<file path="src/rtl/conv1d_pkg.sv">
// Shared definitions for the CONV1D 3rd-layer RAM controller: FSM states and size limits.
// Latency: none (types and constants only).
// Backpressure: n/a.
package conv1d_pkg;

  // Largest job the controller can address: channels x positions per channel.
  localparam int MAX_DEPTH = 16;
  localparam int MAX_WIDTH = 256;

  typedef enum logic [1:0] {
    S_IDLE,
    S_FILL,
    S_READ,
    S_DRAIN
  } state_t;

endpackage

</file>
<file path="src/rtl/conv1d_addr_cnt.sv">
// Two-level nested address counter: inner index runs 0..inner_last, then outer steps.
// Latency: new address one cycle after advance; last is combinational on the current address.
// Backpressure: moves only when advance=1, otherwise holds.
// Ports: clk/reset (sync, active-high); clear returns to (0,0); advance steps once;
//        inner_last/outer_last are the final indices; inner/outer are the current address;
//        last flags the final address (inner_last, outer_last).
module conv1d_addr_cnt
  import conv1d_pkg::*;
#(
  parameter int IW = 8,
  parameter int OW = 4
) (
  input  logic          clk,
  input  logic          reset,
  input  logic          clear,
  input  logic          advance,
  input  logic [IW-1:0] inner_last,
  input  logic [OW-1:0] outer_last,
  output logic [IW-1:0] inner,
  output logic [OW-1:0] outer,
  output logic          last
);

  logic inner_wrap;

  assign inner_wrap = (inner == inner_last);
  assign last       = inner_wrap && (outer == outer_last);

  always_ff @(posedge clk) begin
    if (reset || clear) begin
      inner <= '0;
      outer <= '0;
    end else if (advance) begin
      if (inner_wrap) begin
        inner <= '0;
        // Wrapping from the final address back to (0,0) leaves the counter
        // ready for the next job without relying on the clear.
        outer <= last ? '0 : outer + 1'b1;
      end else begin
        inner <= inner + 1'b1;
      end
    end
  end

endmodule

</file>
<file path="src/rtl/conv1d_3rd_ram_ctrl.sv">
// Fill/read sequencer for the external CONV1D 3rd-layer data RAM (holds no storage itself).
// Latency: RAM write same cycle as accepted word; win_valid one cycle after Read_Enable.
// Backpressure: in_ready only in FILL; reads stall on out_ready=0, windows are not stallable.
// Ports: CLK/Reset (sync, active-high); start + cfg_depth_num/cfg_width_num launch a job;
//        in_valid/in_data/in_ready input stream; out_ready consumer throttle;
//        Write_*/data_in and Read_* RAM ports; win_valid/win_last window strobe; busy/done status.
module conv1d_3rd_ram_ctrl
  import conv1d_pkg::*;
#(
  parameter int Bit_width = 16,
  parameter int Max_Depth = MAX_DEPTH,
  parameter int Max_Width = MAX_WIDTH,
  localparam int DW = $clog2(Max_Depth),
  localparam int WW = $clog2(Max_Width)
) (
  input  logic                 CLK,
  input  logic                 Reset,
  input  logic                 start,
  input  logic [DW:0]          cfg_depth_num,
  input  logic [WW:0]          cfg_width_num,
  input  logic                 in_valid,
  input  logic [Bit_width-1:0] in_data,
  output logic                 in_ready,
  input  logic                 out_ready,
  output logic                 Write_Enable,
  output logic [DW-1:0]        Write_Depth,
  output logic [WW-1:0]        Write_Width,
  output logic [Bit_width-1:0] data_in,
  output logic                 Read_Enable,
  output logic [DW-1:0]        Read_Depth,
  output logic [WW-1:0]        Read_Width,
  output logic                 win_valid,
  output logic                 win_last,
  output logic                 busy,
  output logic                 done
);

  state_t        state;
  logic [DW-1:0] d_last;
  logic [WW-1:0] w_last;
  logic [DW:0]   dep_num;
  logic [WW:0]   wid_num;
  logic          job_start;

  logic [DW-1:0] wr_d_cnt, rd_d_cnt, wr_d_q, rd_d_q;
  logic [WW-1:0] wr_w_cnt, rd_w_cnt, wr_w_q, rd_w_q;
  logic          wr_last, rd_last;

  // Out-of-range configuration is clamped into 1..max.
  always_comb begin
    dep_num = cfg_depth_num;
    if (cfg_depth_num == '0)
      dep_num = (DW+1)'(1);
    else if (cfg_depth_num > (DW+1)'(Max_Depth))
      dep_num = (DW+1)'(Max_Depth);

    wid_num = cfg_width_num;
    if (cfg_width_num == '0)
      wid_num = (WW+1)'(1);
    else if (cfg_width_num > (WW+1)'(Max_Width))
      wid_num = (WW+1)'(Max_Width);
  end

  assign job_start    = (state == S_IDLE) && start;
  assign Write_Enable = in_valid && in_ready;
  assign Read_Enable  = out_ready && (state == S_READ);
  assign data_in      = in_data;

  // Write order: width inner, depth outer.
  conv1d_addr_cnt #(.IW(WW), .OW(DW)) u_wr_cnt (
    .clk        (CLK),
    .reset      (Reset),
    .clear      (job_start),
    .advance    (Write_Enable),
    .inner_last (w_last),
    .outer_last (d_last),
    .inner      (wr_w_cnt),
    .outer      (wr_d_cnt),
    .last       (wr_last)
  );

  // Read order: depth inner, width outer (all channels of one position together).
  conv1d_addr_cnt #(.IW(DW), .OW(WW)) u_rd_cnt (
    .clk        (CLK),
    .reset      (Reset),
    .clear      (job_start),
    .advance    (Read_Enable),
    .inner_last (d_last),
    .outer_last (w_last),
    .inner      (rd_d_cnt),
    .outer      (rd_w_cnt),
    .last       (rd_last)
  );

  // Addresses show the live counter while enabled and the last used address otherwise,
  // so the wrap back to (0,0) after the final access is never visible on the RAM port.
  assign Write_Depth = Write_Enable ? wr_d_cnt : wr_d_q;
  assign Write_Width = Write_Enable ? wr_w_cnt : wr_w_q;
  assign Read_Depth  = Read_Enable  ? rd_d_cnt : rd_d_q;
  assign Read_Width  = Read_Enable  ? rd_w_cnt : rd_w_q;

  always_ff @(posedge CLK) begin
    if (Reset) begin
      state    <= S_IDLE;
      in_ready <= 1'b0;
      busy     <= 1'b0;
      done     <= 1'b0;
      d_last   <= '0;
      w_last   <= '0;
    end else begin
      done <= 1'b0;
      case (state)
        S_IDLE: begin
          if (start) begin
            d_last   <= DW'(dep_num - 1'b1);
            w_last   <= WW'(wid_num - 1'b1);
            state    <= S_FILL;
            in_ready <= 1'b1;
            busy     <= 1'b1;
          end
        end
        S_FILL: begin
          if (Write_Enable && wr_last) begin
            state    <= S_READ;
            in_ready <= 1'b0;
          end
        end
        S_READ: begin
          if (Read_Enable && rd_last)
            state <= S_DRAIN;
        end
        S_DRAIN: begin
          // The final window is on the bus this cycle; done follows it.
          state <= S_IDLE;
          busy  <= 1'b0;
          done  <= 1'b1;
        end
        default: state <= S_IDLE;
      endcase
    end
  end

  always_ff @(posedge CLK) begin
    if (Reset) begin
      wr_d_q    <= '0;
      wr_w_q    <= '0;
      rd_d_q    <= '0;
      rd_w_q    <= '0;
      win_valid <= 1'b0;
      win_last  <= 1'b0;
    end else begin
      // Fixed one-cycle RAM read latency.
      win_valid <= Read_Enable;
      win_last  <= Read_Enable && rd_last;
      if (Write_Enable) begin
        wr_d_q <= wr_d_cnt;
        wr_w_q <= wr_w_cnt;
      end
      if (Read_Enable) begin
        rd_d_q <= rd_d_cnt;
        rd_w_q <= rd_w_cnt;
      end
    end
  end

endmodule

</file>
<file path="config.mk">
export PLATFORM = sky130hd
export DESIGN_NAME = conv1d_3rd_ram_ctrl
export DESIGN_NICKNAME = d
export VERILOG_FILES = /design/src/rtl/conv1d_pkg.sv /design/src/rtl/conv1d_addr_cnt.sv /design/src/rtl/conv1d_3rd_ram_ctrl.sv
export SDC_FILE = /design/constraint.sdc
export NUM_CORES = 1
export LEC_CHECK = 0
export ABC_CLOCK_PERIOD_IN_PS = 2360
export CORE_MARGIN = 3
export CORE_UTILIZATION = 40
export DETAILED_ROUTE_END_ITERATION = 16
export PLACE_DENSITY = 0.71
export SLEW_MARGIN = 10
export SYNTH_ARGS = -nofsm -noshare
export SYNTH_HDL_FRONTEND = slang
export SYNTH_SLANG_ARGS = --single-unit
export TNS_END_PERCENT = 1
</file>
<file path="constraint.sdc">
create_clock -name CLK -period 2.36 [get_ports CLK]
set_clock_uncertainty 0.05 [all_clocks]
set_input_delay 0.59 -clock CLK [delete_from_list [all_inputs] [get_ports CLK]]
set_output_delay 0.59 -clock CLK [all_outputs]
set_load 0.01 [all_outputs]
</file>
## Word level (Yosys, flattened, before mapping)

Index checks and enable logic that the tools add are counted.

- $mul: 0
- Muxes and demuxes: 21
- Divide/modulo/power cells: 0
- Order comparisons: 2
- Shifts and indexed selects: 0
- Bitwise gates (word level): 0
- Reductions and logical operators: 19
- Equality and inequality tests: 10
- Add/sub/neg operators: 6

Operators by type and width:

| operator | count |
|---|---|
| $mux W8 | 6 |
| $mux W4 | 6 |
| $add A8 B1 Y8 const B | 2 |
| $eq A8 B8 Y1 | 2 |
| $gt A9 B9 Y1 const B | 1 |
| $logic_not A9 Y1 | 1 |
| $add A4 B1 Y4 const B | 2 |
| $eq A4 B4 Y1 | 2 |
| $pmux W2 S4 | 1 |
| $reduce_and A2 Y1 | 4 |
| $sub A8 B1 Y8 const B | 1 |
| $logic_and A1 B1 Y1 | 7 |
| $mux W2 | 3 |
| $reduce_and A3 Y1 | 2 |
| $gt A5 B5 Y1 const B | 1 |
| $logic_not A5 Y1 | 1 |
| $eq A2 B2 Y1 const B | 2 |
| $ne A2 B2 Y1 const B | 2 |
| $pmux W1 S2 | 2 |
| $reduce_bool A2 Y1 | 2 |
| $sub A4 B1 Y4 const B | 1 |
| $mux W1 | 3 |
| $eq A2 B1 Y1 const B | 1 |
| $logic_not A2 Y1 | 1 |
| 2 further kinds | 2 |

- Latch bits: 0
- Bits of input ports: 35
- Memories kept: 0
- Memory bits (writable): 0
- Word-level logic and storage cells: 74
- Bits in registers: 67
- Memory bits (read-only): 0
- Output and inout bits: 47

## Longest topological paths before layout

- Depth in word-level cells: 5
- Gate-level depth with buffers: 8
- Gate-level depth less buffers: 8

## Cells and area by module

A second synthesis with hierarchy kept.

- Cell total of the unflattened synthesis: 371
- Area total of the unflattened synthesis: 3513.4 µm²

By module, submodules not included:

| module | sequential area each (µm²) | area each (µm²) | cells each | times used |
|---|---|---|---|---|
| conv1d_3rd_ram_ctrl | 860.8 | 2067.0 | 212 | 1 |
| conv1d_addr_cnt (u_wr_cnt) | 240.2 | 730.7 | 76 | 1 |
| conv1d_addr_cnt (u_rd_cnt) | 240.2 | 715.7 | 83 | 1 |

## Worst setup path after synthesis

Ideal clock, no wire load.

- Path type: reg2out
- Start: reg state[0]
- End: out Read_Depth[0]
- Path buffers: 1
- Stages on the path, launching flop included: 8
- Path slack: 234 ps
- Required time: 1720 ps
- Arrival: 1486 ps
- Cell sequence: dfxtp_1 inv_1 ha_1 nand2_1 clkinv_1 clkbuf_1 nand2_1 nand2_1

- Word-level cells in the longest chain between the ends: 3

RTL lines:

| what | RTL line | RTL |
|---|---|---|
| start, declared | conv1d_3rd_ram_ctrl.sv:38 | `state_t state;` |
| start signal, assigned | conv1d_3rd_ram_ctrl.sv:104 | `state <= S_IDLE;` |
| start signal, assigned | conv1d_3rd_ram_ctrl.sv:117 | `state <= S_FILL;` |
| start signal, assigned | conv1d_3rd_ram_ctrl.sv:124 | `state <= S_READ;` |
| $eq A2 B2 Y1 | conv1d_3rd_ram_ctrl.sv:66 | `assign Read_Enable = out_ready && (state == S_READ);` |
| $logic_and A1 B1 Y1 | conv1d_3rd_ram_ctrl.sv:66 |  |
| via Read_Enable | conv1d_3rd_ram_ctrl.sv:29 | `output logic Read_Enable,` |
| $mux W4 | n/a |  |
| end, declared | conv1d_3rd_ram_ctrl.sv:30 | `output logic [DW-1:0] Read_Depth,` |

The timed path passes the listed nets, and every way through them passes these cells.

## Worst setup path in the final report

- Start: reg state[0]
- End: out Read_Depth[1]

- Word-level cells in the longest chain between the ends: 3

RTL lines:

| what | RTL line |
|---|---|
| $eq A2 B2 Y1 | conv1d_3rd_ram_ctrl.sv:66 |
| $logic_and A1 B1 Y1 | conv1d_3rd_ram_ctrl.sv:66 |
| $mux W4 | n/a |

No other way between the ends.

==> results.sh <==
export IMPL_status="complete, no violations"
export IMPL_routedWlPerCell_um=12.8
export IMPL_final_antenna_net_count=0
export IMPL_path_max_fanout=8
export IMPL_die_width_um=97.8
export IMPL_synth_seq_cells=67
export IMPL_tightest_slew_ns=0.588
export IMPL_die_height_um=97.8
export IMPL_cts_buffers=9
export IMPL_placed_cells=571
export IMPL_start_util=0.423
export IMPL_synth_edff_count=0
export IMPL_antenna_found_initial=0
export IMPL_cp_common_cell="nand2_1"
export IMPL_cts_tree="yes"
export IMPL_clockRootBuffer="clkbuf_8"
export IMPL_core_area_sq_um=7970
export IMPL_period_share=0.963
export IMPL_drv_slew=0
export IMPL_syn_inst=411
export IMPL_setup_tns_ns=0
export IMPL_pin_count=82
export IMPL_avgSynthCellArea_sq_um=8.20
export IMPL_arrival_ns=1.63
export IMPL_slowest_stage="dfxtp_2"
export IMPL_async_flop_share=0
export IMPL_critPathMaxStageDelay_ns=0.32
export IMPL_nNetsFinal=526
export IMPL_max_slew_margin=0.605
export IMPL_drive_gt1_frac=0.185
export IMPL_path_delay_family="buffers and inverters"
export IMPL_final_setup_viol_count=0
export IMPL_firstDrtPassIters=6
export IMPL_fin_total_pwr_mw=3.34
export IMPL_dp_hpwl_um=5620
export IMPL_finalInstanceArea_sq_um=4340
export IMPL_worstHoldPathType="reg2reg"
export IMPL_grt_max_degree=45
export IMPL_cts_num_sinks=67
export IMPL_routabilityCongestion=0.811
export IMPL_syn_to_final_growth_pct=28.9
export IMPL_final_util=0.545
export IMPL_r2r_slack_ns=0.38
export IMPL_whs_ns=0.413
export IMPL_period_needed_ns=2.27
export IMPL_crit_buf_inv=4
export IMPL_ys_warn_count=0
export IMPL_irDropWorstVdd_v=0.000382
export IMPL_crit_chain="inv_1, ha_2, nand2_2, inv_2, buf_4, nand2_1, nand2_1, dlygate4sd2_1"
export IMPL_fmax_mhz=440
export IMPL_fin_ws_ns=0.0870
export IMPL_diodes=0
export IMPL_clockBufferDepth=2
export IMPL_synth_main_ff_cell="dfxtp_1"
export IMPL_grtUsageTotal=0.164
export IMPL_clkTransAtPathRegs_ns=0.07
export IMPL_startpoint_type="flop"
export IMPL_synth_cell_types=43
export IMPL_fin_cells=588
export IMPL_placed_cell_area_sq_um=4100
export IMPL_clk_insertion_delay_late_ns=0.34
export IMPL_viasPerCell=5.13
export IMPL_first_global_vias=2887
export IMPL_p_leak_nw=1.93
export IMPL_ys_seq_area_frac=0.398
export IMPL_wirelength_um=7550
export IMPL_die_area_sq_um=9560
export IMPL_syn_nets=456
export IMPL_path_class="reg2out"
export IMPL_portBuffers=49
export IMPL_crit_required_ns=1.72
export IMPL_num_rows=32
export IMPL_cts_hold_buffers=0
export IMPL_drv_cap=0
export IMPL_grt_pass1_wl_um=13000
export IMPL_drc_errors=0
export IMPL_drt_initial_drc_count=159
export IMPL_rsz0062_at_grt="yes"
export IMPL_route_vias_total=3017
export IMPL_overflow=0
export IMPL_cp_end_kind="output pin"
export IMPL_hold_viol=0
export IMPL_powerDensity_nw_per_um2=769
export IMPL_pre_cts_slack_ns=-0.425
export IMPL_syn_area_sq_um=3370
export IMPL_htree_levels=3
## where the power goes
part | internal [mW] | switching, mW | leakage (nW)
Sequential | 1.22 | 0.103 | 0.544
Combinational | 0.419 | 0.525 | 1.27
Clock | 0.651 | 0.419 | 0.113
Total | 2.29 | 1.05 | 1.93
## cell type report
class / instances / area (sq um)
fillers: 746 / 3630
multi-input cells: 305 / 1850
flip-flops and latches: 67 / 1340
repair buffers: 91 / 761
clock buffers: 12 / 155
well taps: 102 / 128
clock inverters: 4 / 72.6
inverters: 7 / 28.8
## synthesized netlist by cell type (all sizes together) (6+ instances only)
master	number	area share
nand2	84	0.094
dfxtp	67	0.40
nor2	37	0.046
xor2	32	0.083
a21oi	31	0.046
buf	19	0.043
clkbuf	13	0.014
nand3	12	0.018
nor3	11	0.016
xnor2	11	0.029
ha	10	0.037
nor4	9	0.022
nand2b	8	0.015
nand4	7	0.013
o21ai	7	0.012
inv	6	0.0067
nor2b	6	0.011
## cell usage in the layout (no fill, tap or decap), types with 3 or more instances in the layout
cell type        Yosys  routed
clkdlybuf4s15_1      0       3
nor3_1              11      11
mux2i_1              4       4
and2_1               3       3
o21ai_0              6       3
clkdlybuf4s50_1      0      21
dlygate4sd2_1        0      17
clkbuf_8             0      11
a21oi_1             31      31
and4_1               3       3
nand2_2              0       5
nor4_2               3       3
a21o_1               3       3
nand3_1             12      12
nand4_1              7       7
dfxtp_1             67      65
nand2b_1             8       8
nor4_1               6       5
buf_4               16      41
a311oi_1             4       4
ha_1                10       8
nor2_1              31      31
o21ai_1              0       3
and3_1               5       5
nor2_2               6       6
xnor2_1             11      11
clkbuf_2             0       6
nand2_1             84      79
inv_1                6       5
a211oi_1             5       5
nor2b_1              6       6
xor2_1              32      32
## layer usage
metal  track usage  vias up  part of all wire
met1         0.196     1407              0.46
met4        0.0607        0             0.014
li1              -     1520                 -
met2         0.273       75              0.48
met3        0.0557       15             0.051
met5             0        -                 0
## state kept, by name (all words and copies together), names as in the netlist
| name | cells |
|---|---|
| wr_d_q | 4 |
| u_rd_cnt.outer | 8 |
| w_last | 8 |
| wr_w_q | 8 |
| rd_d_q | 4 |
| win_last | 1 |
| d_last | 4 |
| busy | 1 |
| win_valid | 1 |
| u_rd_cnt.inner | 4 |
| u_wr_cnt.inner | 8 |
| state | 2 |
| done | 1 |
| rd_w_q | 8 |
| in_ready | 1 |
| u_wr_cnt.outer | 4 |
## path summary, 6_finish.rpt
check | startpoint | to | cells past startpoint
setup reg to reg | w_last[5]$_SDFFE_PP0P_ | state[1]$_SDFFE_PP0P_ | 5
setup / recovery | state[0]$_SDFFE_PP0P_ | Read_Depth[1] | 8
hold / removal | rd_d_q[2]$_SDFF_PP0_ | rd_d_q[2]$_SDFF_PP0_ | 2
hold reg to reg | rd_d_q[2]$_SDFF_PP0_ | rd_d_q[2]$_SDFF_PP0_ | 2
## worst reg2reg max path: stages (launching register included)
cell	delay, ns
dfxtp_1	0.35
xor2_1	0.17
nor4_1	0.56
nand4_1	0.27
a22oi_2	0.31
mux2i_1	0.20
## repair_timing
| action | in CTS | in global routing |
|---|---|---|
| resized for setup | 39 | 27 |
| pin swaps | 2 | 1 |
| buffers inserted | 1 | 0 |
| setup endpoints to repair | 29 | 16 |
## logic make-up after synthesis
family	synth area share
simple gates	0.266
flops	0.398
compound gates	0.109
xor+xnor	0.112
buf+inv	0.0657
fa+ha+maj	0.0371
mux	0.0119
Power figures use the tool's default switching activity.
